==> config.mk <==
export PLATFORM = sky130hd
export DESIGN_NAME = elevator_floor_ctrl_flat
export DESIGN_NICKNAME = d
export VERILOG_FILES = /design/src/rtl/elevator_floor_ctrl_if.sv /design/src/rtl/elevator_floor_ctrl.sv /design/src/flat_wrapper.sv
export SDC_FILE = /design/constraint.sdc
export NUM_CORES = 1
export LEC_CHECK = 0
export ABC_CLOCK_PERIOD_IN_PS = 3500
export BUFFER_PORTS_ARGS = -buffer_cell sky130_fd_sc_hd__buf_2
export CORE_MARGIN = 2
export CORE_UTILIZATION = 45
export DETAILED_ROUTE_END_ITERATION = 16
export SETUP_SLACK_MARGIN = 0.4
export SYNTH_ARGS = -nofsm -noshare
export SYNTH_HDL_FRONTEND = slang
export SYNTH_SLANG_ARGS = --single-unit
export TNS_END_PERCENT = 10
==> constraint.sdc <==
create_clock -name clk -period 3.5 [get_ports clk]
set_input_delay 0.35 -clock clk [delete_from_list [all_inputs] [get_ports clk]]
set_output_delay 0.35 -clock clk [all_outputs]
set_load 0.05 [all_outputs]
==> src/rtl/elevator_floor_ctrl_if.sv <==
// Call inputs plus display/observe outputs of the elevator car controller.
// The estop signal exists only when ELEVATOR_ESTOP_EN is defined.
interface elevator_floor_ctrl_if;
  logic [7:0] call_req;
  logic [2:0] floor;
  logic [1:0] status;
  logic       disp_sel;
  logic [7:0] pending;
  logic       busy;
`ifdef ELEVATOR_ESTOP_EN
  logic       estop;

  modport master (output call_req, estop,
                  input  floor, status, disp_sel, pending, busy);
  modport slave  (input  call_req, estop,
                  output floor, status, disp_sel, pending, busy);
`else
  modport master (output call_req,
                  input  floor, status, disp_sel, pending, busy);
  modport slave  (input  call_req,
                  output floor, status, disp_sel, pending, busy);
`endif
endinterface

==> src/rtl/elevator_floor_ctrl.sv <==
// SCAN-ordered elevator car controller with registered floor/status/display-select outputs.
// Defining ELEVATOR_ESTOP_EN adds an emergency-stop input that freezes travel and door timing.
module elevator_floor_ctrl #(
  parameter int NUM_FLOORS    = 8,
  parameter int TRAVEL_CYCLES = 4,
  parameter int DOOR_CYCLES   = 6
) (
  input logic                  clk,
  input logic                  rst,
  elevator_floor_ctrl_if.slave bus
);
  // state     | meaning
  // IDLE      | no outstanding work, door closed, display shows floor
  // MOVE_UP   | travelling up, one floor per TRAVEL_CYCLES
  // MOVE_DOWN | travelling down, one floor per TRAVEL_CYCLES
  // DOOR_OPEN | stopped at a served floor for DOOR_CYCLES
  typedef enum logic [1:0] {
    IDLE      = 2'b00,
    MOVE_UP   = 2'b01,
    MOVE_DOWN = 2'b10,
    DOOR_OPEN = 2'b11
  } state_t;

  typedef enum logic {DIR_DOWN = 1'b0, DIR_UP = 1'b1} dir_t;

  localparam int TW = (TRAVEL_CYCLES > 1) ? $clog2(TRAVEL_CYCLES) : 1;
  localparam int DW = (DOOR_CYCLES > 1) ? $clog2(DOOR_CYCLES) : 1;
  localparam logic [TW-1:0] TRAVEL_LAST = TW'(TRAVEL_CYCLES - 1);
  localparam logic [DW-1:0] DOOR_LAST   = DW'(DOOR_CYCLES - 1);
  localparam logic [7:0]    VALID_MASK  = 8'((16'd1 << NUM_FLOORS) - 16'd1);

  state_t          state_q, state_d;
  dir_t            last_dir_q, last_dir_d;
  logic [2:0]      floor_q, floor_d;
  logic [TW-1:0]   travel_q, travel_d;
  logic [DW-1:0]   door_q, door_d;
  logic [7:0]      pending_q, pending_d;
  logic [1:0]      status_q, status_d;
  logic            disp_sel_q, disp_sel_d;

  logic [7:0]      calls, clear_mask, above_mask, below_mask;
  logic [3:0]      up_shift;
  logic [2:0]      floor_up, floor_dn;
  logic            above, below, here, pick_up, pick_down;

  assign calls      = bus.call_req & VALID_MASK;
  assign up_shift   = {1'b0, floor_q} + 4'd1;
  assign above_mask = 8'hFF << up_shift;
  assign below_mask = (8'h01 << floor_q) - 8'h01;
  assign above      = |(pending_q & above_mask);
  assign below      = |(pending_q & below_mask);
  assign here       = pending_q[floor_q];
  assign floor_up   = floor_q + 3'd1;
  assign floor_dn   = floor_q - 3'd1;

  // Keep going the way we last travelled while calls lie ahead, otherwise reverse.
  assign pick_up    = above & ((last_dir_q == DIR_UP) | ~below);
  assign pick_down  = below & ~pick_up;

  always_comb begin
    state_d    = state_q;
    floor_d    = floor_q;
    last_dir_d = last_dir_q;
    travel_d   = travel_q;
    door_d     = door_q;
    clear_mask = 8'h00;
    status_d   = 2'b00;
    disp_sel_d = 1'b0;

    case (state_q)
      IDLE: begin
        if (here) begin
          state_d    = DOOR_OPEN;
          door_d     = '0;
          clear_mask = 8'h01 << floor_q;
        end else if (pick_up) begin
          state_d    = MOVE_UP;
          last_dir_d = DIR_UP;
          travel_d   = '0;
        end else if (pick_down) begin
          state_d    = MOVE_DOWN;
          last_dir_d = DIR_DOWN;
          travel_d   = '0;
        end
      end
      MOVE_UP: begin
        if (travel_q == TRAVEL_LAST) begin
          floor_d  = floor_up;
          travel_d = '0;
          if (pending_q[floor_up]) begin
            state_d    = DOOR_OPEN;
            door_d     = '0;
            clear_mask = 8'h01 << floor_up;
          end
        end else begin
          travel_d = travel_q + 1'b1;
        end
      end
      MOVE_DOWN: begin
        if (travel_q == TRAVEL_LAST) begin
          floor_d  = floor_dn;
          travel_d = '0;
          if (pending_q[floor_dn]) begin
            state_d    = DOOR_OPEN;
            door_d     = '0;
            clear_mask = 8'h01 << floor_dn;
          end
        end else begin
          travel_d = travel_q + 1'b1;
        end
      end
      DOOR_OPEN: begin
        // A fresh call for this floor keeps the door open for a full dwell.
        if (calls[floor_q]) begin
          door_d     = '0;
          clear_mask = 8'h01 << floor_q;
        end else if (door_q == DOOR_LAST) begin
          if (pick_up) begin
            state_d    = MOVE_UP;
            last_dir_d = DIR_UP;
            travel_d   = '0;
          end else if (pick_down) begin
            state_d    = MOVE_DOWN;
            last_dir_d = DIR_DOWN;
            travel_d   = '0;
          end else begin
            state_d = IDLE;
          end
        end else begin
          door_d = door_q + 1'b1;
        end
      end
      default: state_d = IDLE;
    endcase

`ifdef ELEVATOR_ESTOP_EN
    if (bus.estop) begin
      state_d    = state_q;
      floor_d    = floor_q;
      last_dir_d = last_dir_q;
      travel_d   = travel_q;
      door_d     = door_q;
      clear_mask = 8'h00;
    end
`endif

    pending_d = (pending_q | calls) & ~clear_mask;

    case (state_d)
      MOVE_UP:   status_d = 2'b01;
      MOVE_DOWN: status_d = 2'b10;
      DOOR_OPEN: status_d = 2'b11;
      default:   status_d = 2'b00;
    endcase
    disp_sel_d = (state_d != IDLE);

`ifdef ELEVATOR_ESTOP_EN
    if (bus.estop) begin
      status_d   = 2'b11;
      disp_sel_d = 1'b1;
    end
`endif
  end

  always_ff @(posedge clk) begin
    if (rst) begin
      state_q    <= IDLE;
      floor_q    <= 3'd0;
      last_dir_q <= DIR_UP;
      travel_q   <= '0;
      door_q     <= '0;
      pending_q  <= 8'h00;
      status_q   <= 2'b00;
      disp_sel_q <= 1'b0;
    end else begin
      state_q    <= state_d;
      floor_q    <= floor_d;
      last_dir_q <= last_dir_d;
      travel_q   <= travel_d;
      door_q     <= door_d;
      pending_q  <= pending_d;
      status_q   <= status_d;
      disp_sel_q <= disp_sel_d;
    end
  end

  assign bus.floor    = floor_q;
  assign bus.status   = status_q;
  assign bus.disp_sel = disp_sel_q;
  assign bus.busy     = disp_sel_q;
  assign bus.pending  = pending_q;

endmodule
==> src/flat_wrapper.sv <==
// flat-port wrapper written by rule: the top's interface ports become plain ports
module elevator_floor_ctrl_flat 
#(
  parameter int NUM_FLOORS    = 8,
  parameter int TRAVEL_CYCLES = 4,
  parameter int DOOR_CYCLES   = 6
)
  (clk, rst, bus_call_req, bus_floor, bus_status, bus_disp_sel, bus_pending, bus_busy);
  elevator_floor_ctrl_if bus_i ();
  input logic clk;
  input logic rst;
  input wire logic [$bits(bus_i.call_req)-1:0] bus_call_req;
  output wire logic [$bits(bus_i.floor)-1:0] bus_floor;
  output wire logic [$bits(bus_i.status)-1:0] bus_status;
  output wire logic [$bits(bus_i.disp_sel)-1:0] bus_disp_sel;
  output wire logic [$bits(bus_i.pending)-1:0] bus_pending;
  output wire logic [$bits(bus_i.busy)-1:0] bus_busy;
  assign bus_i.call_req = bus_call_req;
  assign bus_floor = bus_i.floor;
  assign bus_status = bus_i.status;
  assign bus_disp_sel = bus_i.disp_sel;
  assign bus_pending = bus_i.pending;
  assign bus_busy = bus_i.busy;
  elevator_floor_ctrl #(.NUM_FLOORS(NUM_FLOORS), .TRAVEL_CYCLES(TRAVEL_CYCLES), .DOOR_CYCLES(DOOR_CYCLES)) u_core (.clk(clk), .rst(rst), .bus(bus_i));
endmodule
# Word-level counts from Yosys, hierarchy flattened
# Cells that the tools add are included.
# word_totals
reg_bits,22
inputBits,10
out_inout_bits,15
elab_cells,111
# classes
addsub,6
n_reduce_logical,11
eq_ne,17
n_bitwise,10
muxes,52
shift,4
magnitude_cmp,3
# op_table
operator,n
8-bit 2-to-1 mux,6
2-bit 2-to-1 mux,17
8-bit case mux with 4 select lines,1
3-bit 2-to-1 mux,9
8-bit AND,3
"1-bit by 3-bit left shift with 8-bit output, first input constant",3
8-bit OR reduction,2
1-bit binary-select mux with 3-bit select,4
"3-bit by 4-bit < comparator with 1-bit output, second input constant",3
"2-bit by 1-bit inequality test with 1-bit output, second input constant",6
2-bit case mux with 3 select lines,2
3-bit case mux with 4 select lines,1
"2-bit == test, second input constant",5
1-bit 2-to-1 mux,9
8-bit inverter,1
8-bit bitwise OR,1
2-bit case mux with 4 select lines,1
"8-bit by 4-bit left shift with 8-bit output, first input constant",1
"8-bit by 1-bit subtractor with 8-bit output, second input constant",1
"3-bit by 1-bit adder with 3-bit output, second input constant",2
3-bit case mux with 2 select lines,1
3-bit AND reduction,2
6-bit AND reduction,1
2-bit nonzero test,3
other kinds (14),18

# Longest topological paths before layout
# logic_depth
word_depth,16
depth_mapped,13
ltp_nobuf,11

# Least setup slack after synthesis
# Ideal clock, no wire load.
# synth_path
kind,flip-flop to flip-flop
from,register u_core.floor_q[0] (netlist: u_core.bus.floor[0])
to,register u_core.disp_sel_q (netlist: u_core.bus.busy)
synth_period_minus_slack_ns,3.526
path_stages_with_launch,13
required_time_ns,3.373
setup_time_ns,0.127
arrival_ns,3.399
n_path_buf,1
path_slack_ns,-0.026
cell_sequence,dfxtp_1 > buf_2 > inv_1 > ha_1 > nand2b_1 > ha_1 > or4b_1 > a32o_1 > a2111oi_4 > nand3_2 > o211ai_1 > a221oi_2 > o21bai_1
# synth_between
elab_chain_cells,15
word_cells_on_any_way,36
classes_between,add/sub: 4; shift: 2; mux: 20; bitwise: 7; reduce/logical: 3
# synth_lines
element,line_no,rtl
from (decl),elevator_floor_ctrl.sv:34,"logic [2:0] floor_q, floor_d;"
from (signal assigned),elevator_floor_ctrl.sv:177,floor_q <= floor_d;
1-bit by 3-bit left shift with 8-bit output,elevator_floor_ctrl.sv:49,assign below_mask = (8'h01 << floor_q) - 8'h01;
8-bit by 1-bit subtractor with 8-bit output,elevator_floor_ctrl.sv:49,
8-bit AND,elevator_floor_ctrl.sv:51,assign below = |(pending_q & below_mask);
8-bit OR reduction,elevator_floor_ctrl.sv:51,
1-bit inverter,elevator_floor_ctrl.sv:57,assign pick_up = above & ((last_dir_q == DIR_UP) | ~below);
1-bit bitwise OR,elevator_floor_ctrl.sv:57,
1-bit AND,elevator_floor_ctrl.sv:57,
1-bit inverter,elevator_floor_ctrl.sv:58,assign pick_down = below & ~pick_up;
1-bit AND,elevator_floor_ctrl.sv:58,
2-bit 2-to-1 mux,elevator_floor_ctrl.sv:122,end else if (pick_down) begin
2-bit 2-to-1 mux,elevator_floor_ctrl.sv:118,if (pick_up) begin
2-bit 2-to-1 mux,elevator_floor_ctrl.sv:117,end else if (door_q == DOOR_LAST) begin
2-bit 2-to-1 mux,elevator_floor_ctrl.sv:114,if (calls[floor_q]) begin
2-bit case mux with 4 select lines (*),elevator_floor_ctrl.sv:70,case (state_q)
2-bit nonzero test (*),elevator_floor_ctrl.sv:155,disp_sel_d = (state_d != IDLE);
to (signal assigned),elevator_floor_ctrl.sv:183,disp_sel_q <= disp_sel_d;
to (decl),elevator_floor_ctrl.sv:39,"logic disp_sel_q, disp_sel_d;"
# Every way passes the cells marked *; elsewhere a longest branch is shown, timed or not. The select of a mux whose other input is x is not followed.
# A chain may end at the register's enable or synchronous reset.

# Worst setup path in the final report
# Ends and elaborated chain as after synthesis.

==> results.sh <==
export IMPL_critPathLaunchType="flip-flop"
export IMPL_reg2reg_slack_ns=0.49
export IMPL_p_per_area_mw_per_mm2=496
export IMPL_max_stage_delay_ns=0.52
export IMPL_start_util_pct=46.2
export IMPL_clock_latency_ns=0.28
export IMPL_outcome="complete, no violations"
export IMPL_synth_edf_count=0
export IMPL_drtAntennaViolNets=0
export IMPL_cts_max_path_buffers=2
export IMPL_numCtsBuffers=3
export IMPL_die_area_mm2=0.00495
export IMPL_slew_violations=0
export IMPL_grt_usage_pct=21.9
export IMPL_setup_viol=0
export IMPL_ios=25
export IMPL_seq_area_frac_synth_pct=21.2
export IMPL_die_width_um=70.4
export IMPL_drt_iter0_markers=159
export IMPL_ctsHoldBuffers=0
export IMPL_port_buffers=24
export IMPL_die_h_um=70.4
export IMPL_async_flop_share_pct=0
export IMPL_post_dp_hpwl_um=3860
export IMPL_drc=0
export IMPL_grt_pass1_vias=1637
export IMPL_finalCritPeriodShare_pct=85.9
export IMPL_arrival_ns=3.16
export IMPL_synth_cells=227
export IMPL_core_area_mm2=0.00429
export IMPL_nets=275
export IMPL_synth_ff_latch_count=21
export IMPL_synth_ff_type="dfxtp_1"
export IMPL_syn_area_mm2=0.00198
export IMPL_fin_crit_ns=3.01
export IMPL_cap_violations=0
export IMPL_yosys_warnings=0
export IMPL_diodes=0
export IMPL_cts_clk_slew_worst_paths_ns=0.09
export IMPL_skew_ns=0.00812
export IMPL_wl_per_cell_um=17.9
export IMPL_cts_tree="yes"
export IMPL_slowest_stage="or4b_1"
export IMPL_area_growth_pct=13.3
export IMPL_final_cell_mix="nor2_1 (31), buf_2 (24), dfxtp_1 (18)"
export IMPL_vias=1810
export IMPL_leakage_nw=0.933
export IMPL_startpoint="u_core.bus.floor[0]"
export IMPL_antenna_found_initial=0
export IMPL_hold_path_class="in -> reg"
export IMPL_worstPathRequired_ns=3.65
export IMPL_root_buffer="clkbuf_8"
export IMPL_grt_max_degree=23
export IMPL_clock_sinks=21
export IMPL_vdd_drop_max_mv=0.216
export IMPL_wl_um=5340
export IMPL_overflow=0
export IMPL_crit_fanout=11
export IMPL_r2r_end="u_core.bus.busy"
export IMPL_synth_area_per_cell_um2=8.74
export IMPL_yosysUniqueCellTypes=61
export IMPL_worstReg2RegStart="u_core.bus.floor[0]"
export IMPL_grt_pass1_wl_um=8500
export IMPL_fmax_mhz=332
export IMPL_final_common_cell="nor2_1"
export IMPL_hold_violations=0
export IMPL_worstRegToRegCells=9
export IMPL_final_core_util_pct=52.3
export IMPL_drive_gt1_share_pct=27.1
export IMPL_path_class="reg -> reg"
export IMPL_relSlewSlack_pct=60.3
export IMPL_cp_end_kind="flip-flop"
export IMPL_h_tree_depth=1
export IMPL_crit_end="u_core.bus.busy"
export IMPL_tns_ns=0
export IMPL_rsz0062_at_grt="true"
export IMPL_rows=24
export IMPL_path_cells="ha_1 -> ha_2 -> or4b_1 -> a32o_2 -> a2111oi_4 -> nand3_2 -> o211ai_1 -> a221oi_2 -> o21bai_1"
export IMPL_globalplace_congestion=0.861
export IMPL_tightest_slew_ns=0.595
export IMPL_first_pass_iters=4
export IMPL_synthesis_nets=254
export IMPL_avgViaCountPerCell=6.05
==> stage by stage <==
| stage | worst slack [ns] | total power [mW] | area [um^2] | hold slack [ns] | instances |
|---|---|---|---|---|---|
| finish | 0.492 | 1.11 | 2250 | 0.348 | 299 |
| global route | 0.326 | 1.19 | 2250 | 0.352 | 299 |
| CTS | 0.406 | 1.11 | 2180 | 0.347 | 294 |
| detailed placement | 0.320 | 0.937 | 2120 | 0.482 | 289 |
| global placement | 0.406 | 0.939 | 2120 | 0.468 | 289 |
| floorplan | 0.367 | 0.827 | 2010 | 0.421 | 227 |
==> critical path, delay by kind of cell, from the launching register on <==
kind                     cells  cell delay (ns)
AO/OA/AOI/OAI                5             1.24
AND/OR/NAND/NOR              2             0.70
flip-flops                   1             0.39
adder cells (fa/ha/maj)      2             0.56
==> cell type report <==
cell class | instances | area (um^2)
Fill cell | 428 | 2050
Clock buffer | 3 | 41.3
Sequential cell | 21 | 432
Tap cell | 52 | 65.1
Clock inverter | 1 | 5.00
Multi-Input combinational cell | 178 | 1470
Timing Repair Buffer | 33 | 188
Inverter | 11 | 45.0
==> what timing repair did <==
action / in CTS / in global routing
setup buffers: 1 / 5
endpoints found under the setup margin: 2 / 12
resized for setup: 0 / 6
pin swaps: 0 / 3
hold endpoints to repair: 0 / 0
==> cells in the mapped netlist, drive strengths merged, types with 3 or more instances <==
cell / number / area, um^2
dfxtp: 21 / 420
a21oi: 9 / 45.0
clkbuf: 8 / 30.0
inv: 11 / 41.3
and2: 5 / 33.8
or4b: 4 / 40.0
nand3: 4 / 25.0
a2111oi: 9 / 104
nor4: 3 / 18.8
o21ai: 8 / 43.8
ha: 17 / 213
nor2b: 7 / 43.8
buf: 9 / 56.3
nand2b: 4 / 27.5
nand2: 12 / 45.0
nor3: 5 / 25.0
mux2i: 7 / 70.1
a22oi: 10 / 80.1
nor2: 31 / 116
mux4: 8 / 188
==> power by group <==
group	switching, mW	internal, mW	total, mW
registers	0.0513	0.280	0.331
logic	0.381	0.226	0.608
clock network	0.0950	0.0799	0.175
total	0.528	0.586	1.11
==> routing by layer <==
metal / up-vias / part of all wire (%) / global-route usage, %
met2: 40 / 46 / 33.5
met1: 873 / 48 / 32.4
li1: 892 / - / -
met4: 0 / 1.1 / 6.41
met3: 5 / 5.7 / 2.31
met5: - / 0 / 0
==> registers in the layout (all words and copies together), names as in the netlist <==
name / count
u_core.bus.busy: 1
u_core.bus.floor: 3
u_core.bus.pending: 8
u_core.bus.status: 1
u_core.door_q: 3
u_core.last_dir_q: 1
u_core.state_q: 2
u_core.travel_q: 2
==> worst min-delay path by stage <==
stage	startpoint	end	slack [ns]	cells past startpoint
finish	bus_call_req[1]	u_core.bus.pending[1]	0.35	3
global route	bus_call_req[1]	u_core.bus.pending[1]	0.35	3
CTS	bus_call_req[1]	u_core.bus.pending[1]	0.35	3
detailed placement	u_core.travel_q[0]	u_core.travel_q[0]	0.48	2
global placement	u_core.travel_q[0]	u_core.travel_q[0]	0.47	2
floorplan	rst	u_core.state_q[1]	0.42	1
==> kinds of logic (layout without fill, tap and decap cells) <==
group | Yosys count | after routing | share of synthesized area, %
compound gates | 56 | 56 | 23.1
xor+xnor | 2 | 2 | 0.883
fa+ha+maj | 17 | 17 | 10.7
buf+inv | 28 | 48 | 6.44
flops | 21 | 21 | 21.2
mux | 17 | 17 | 14.3
simple gates | 86 | 86 | 23.3
Power figures use the tool's default switching activity.
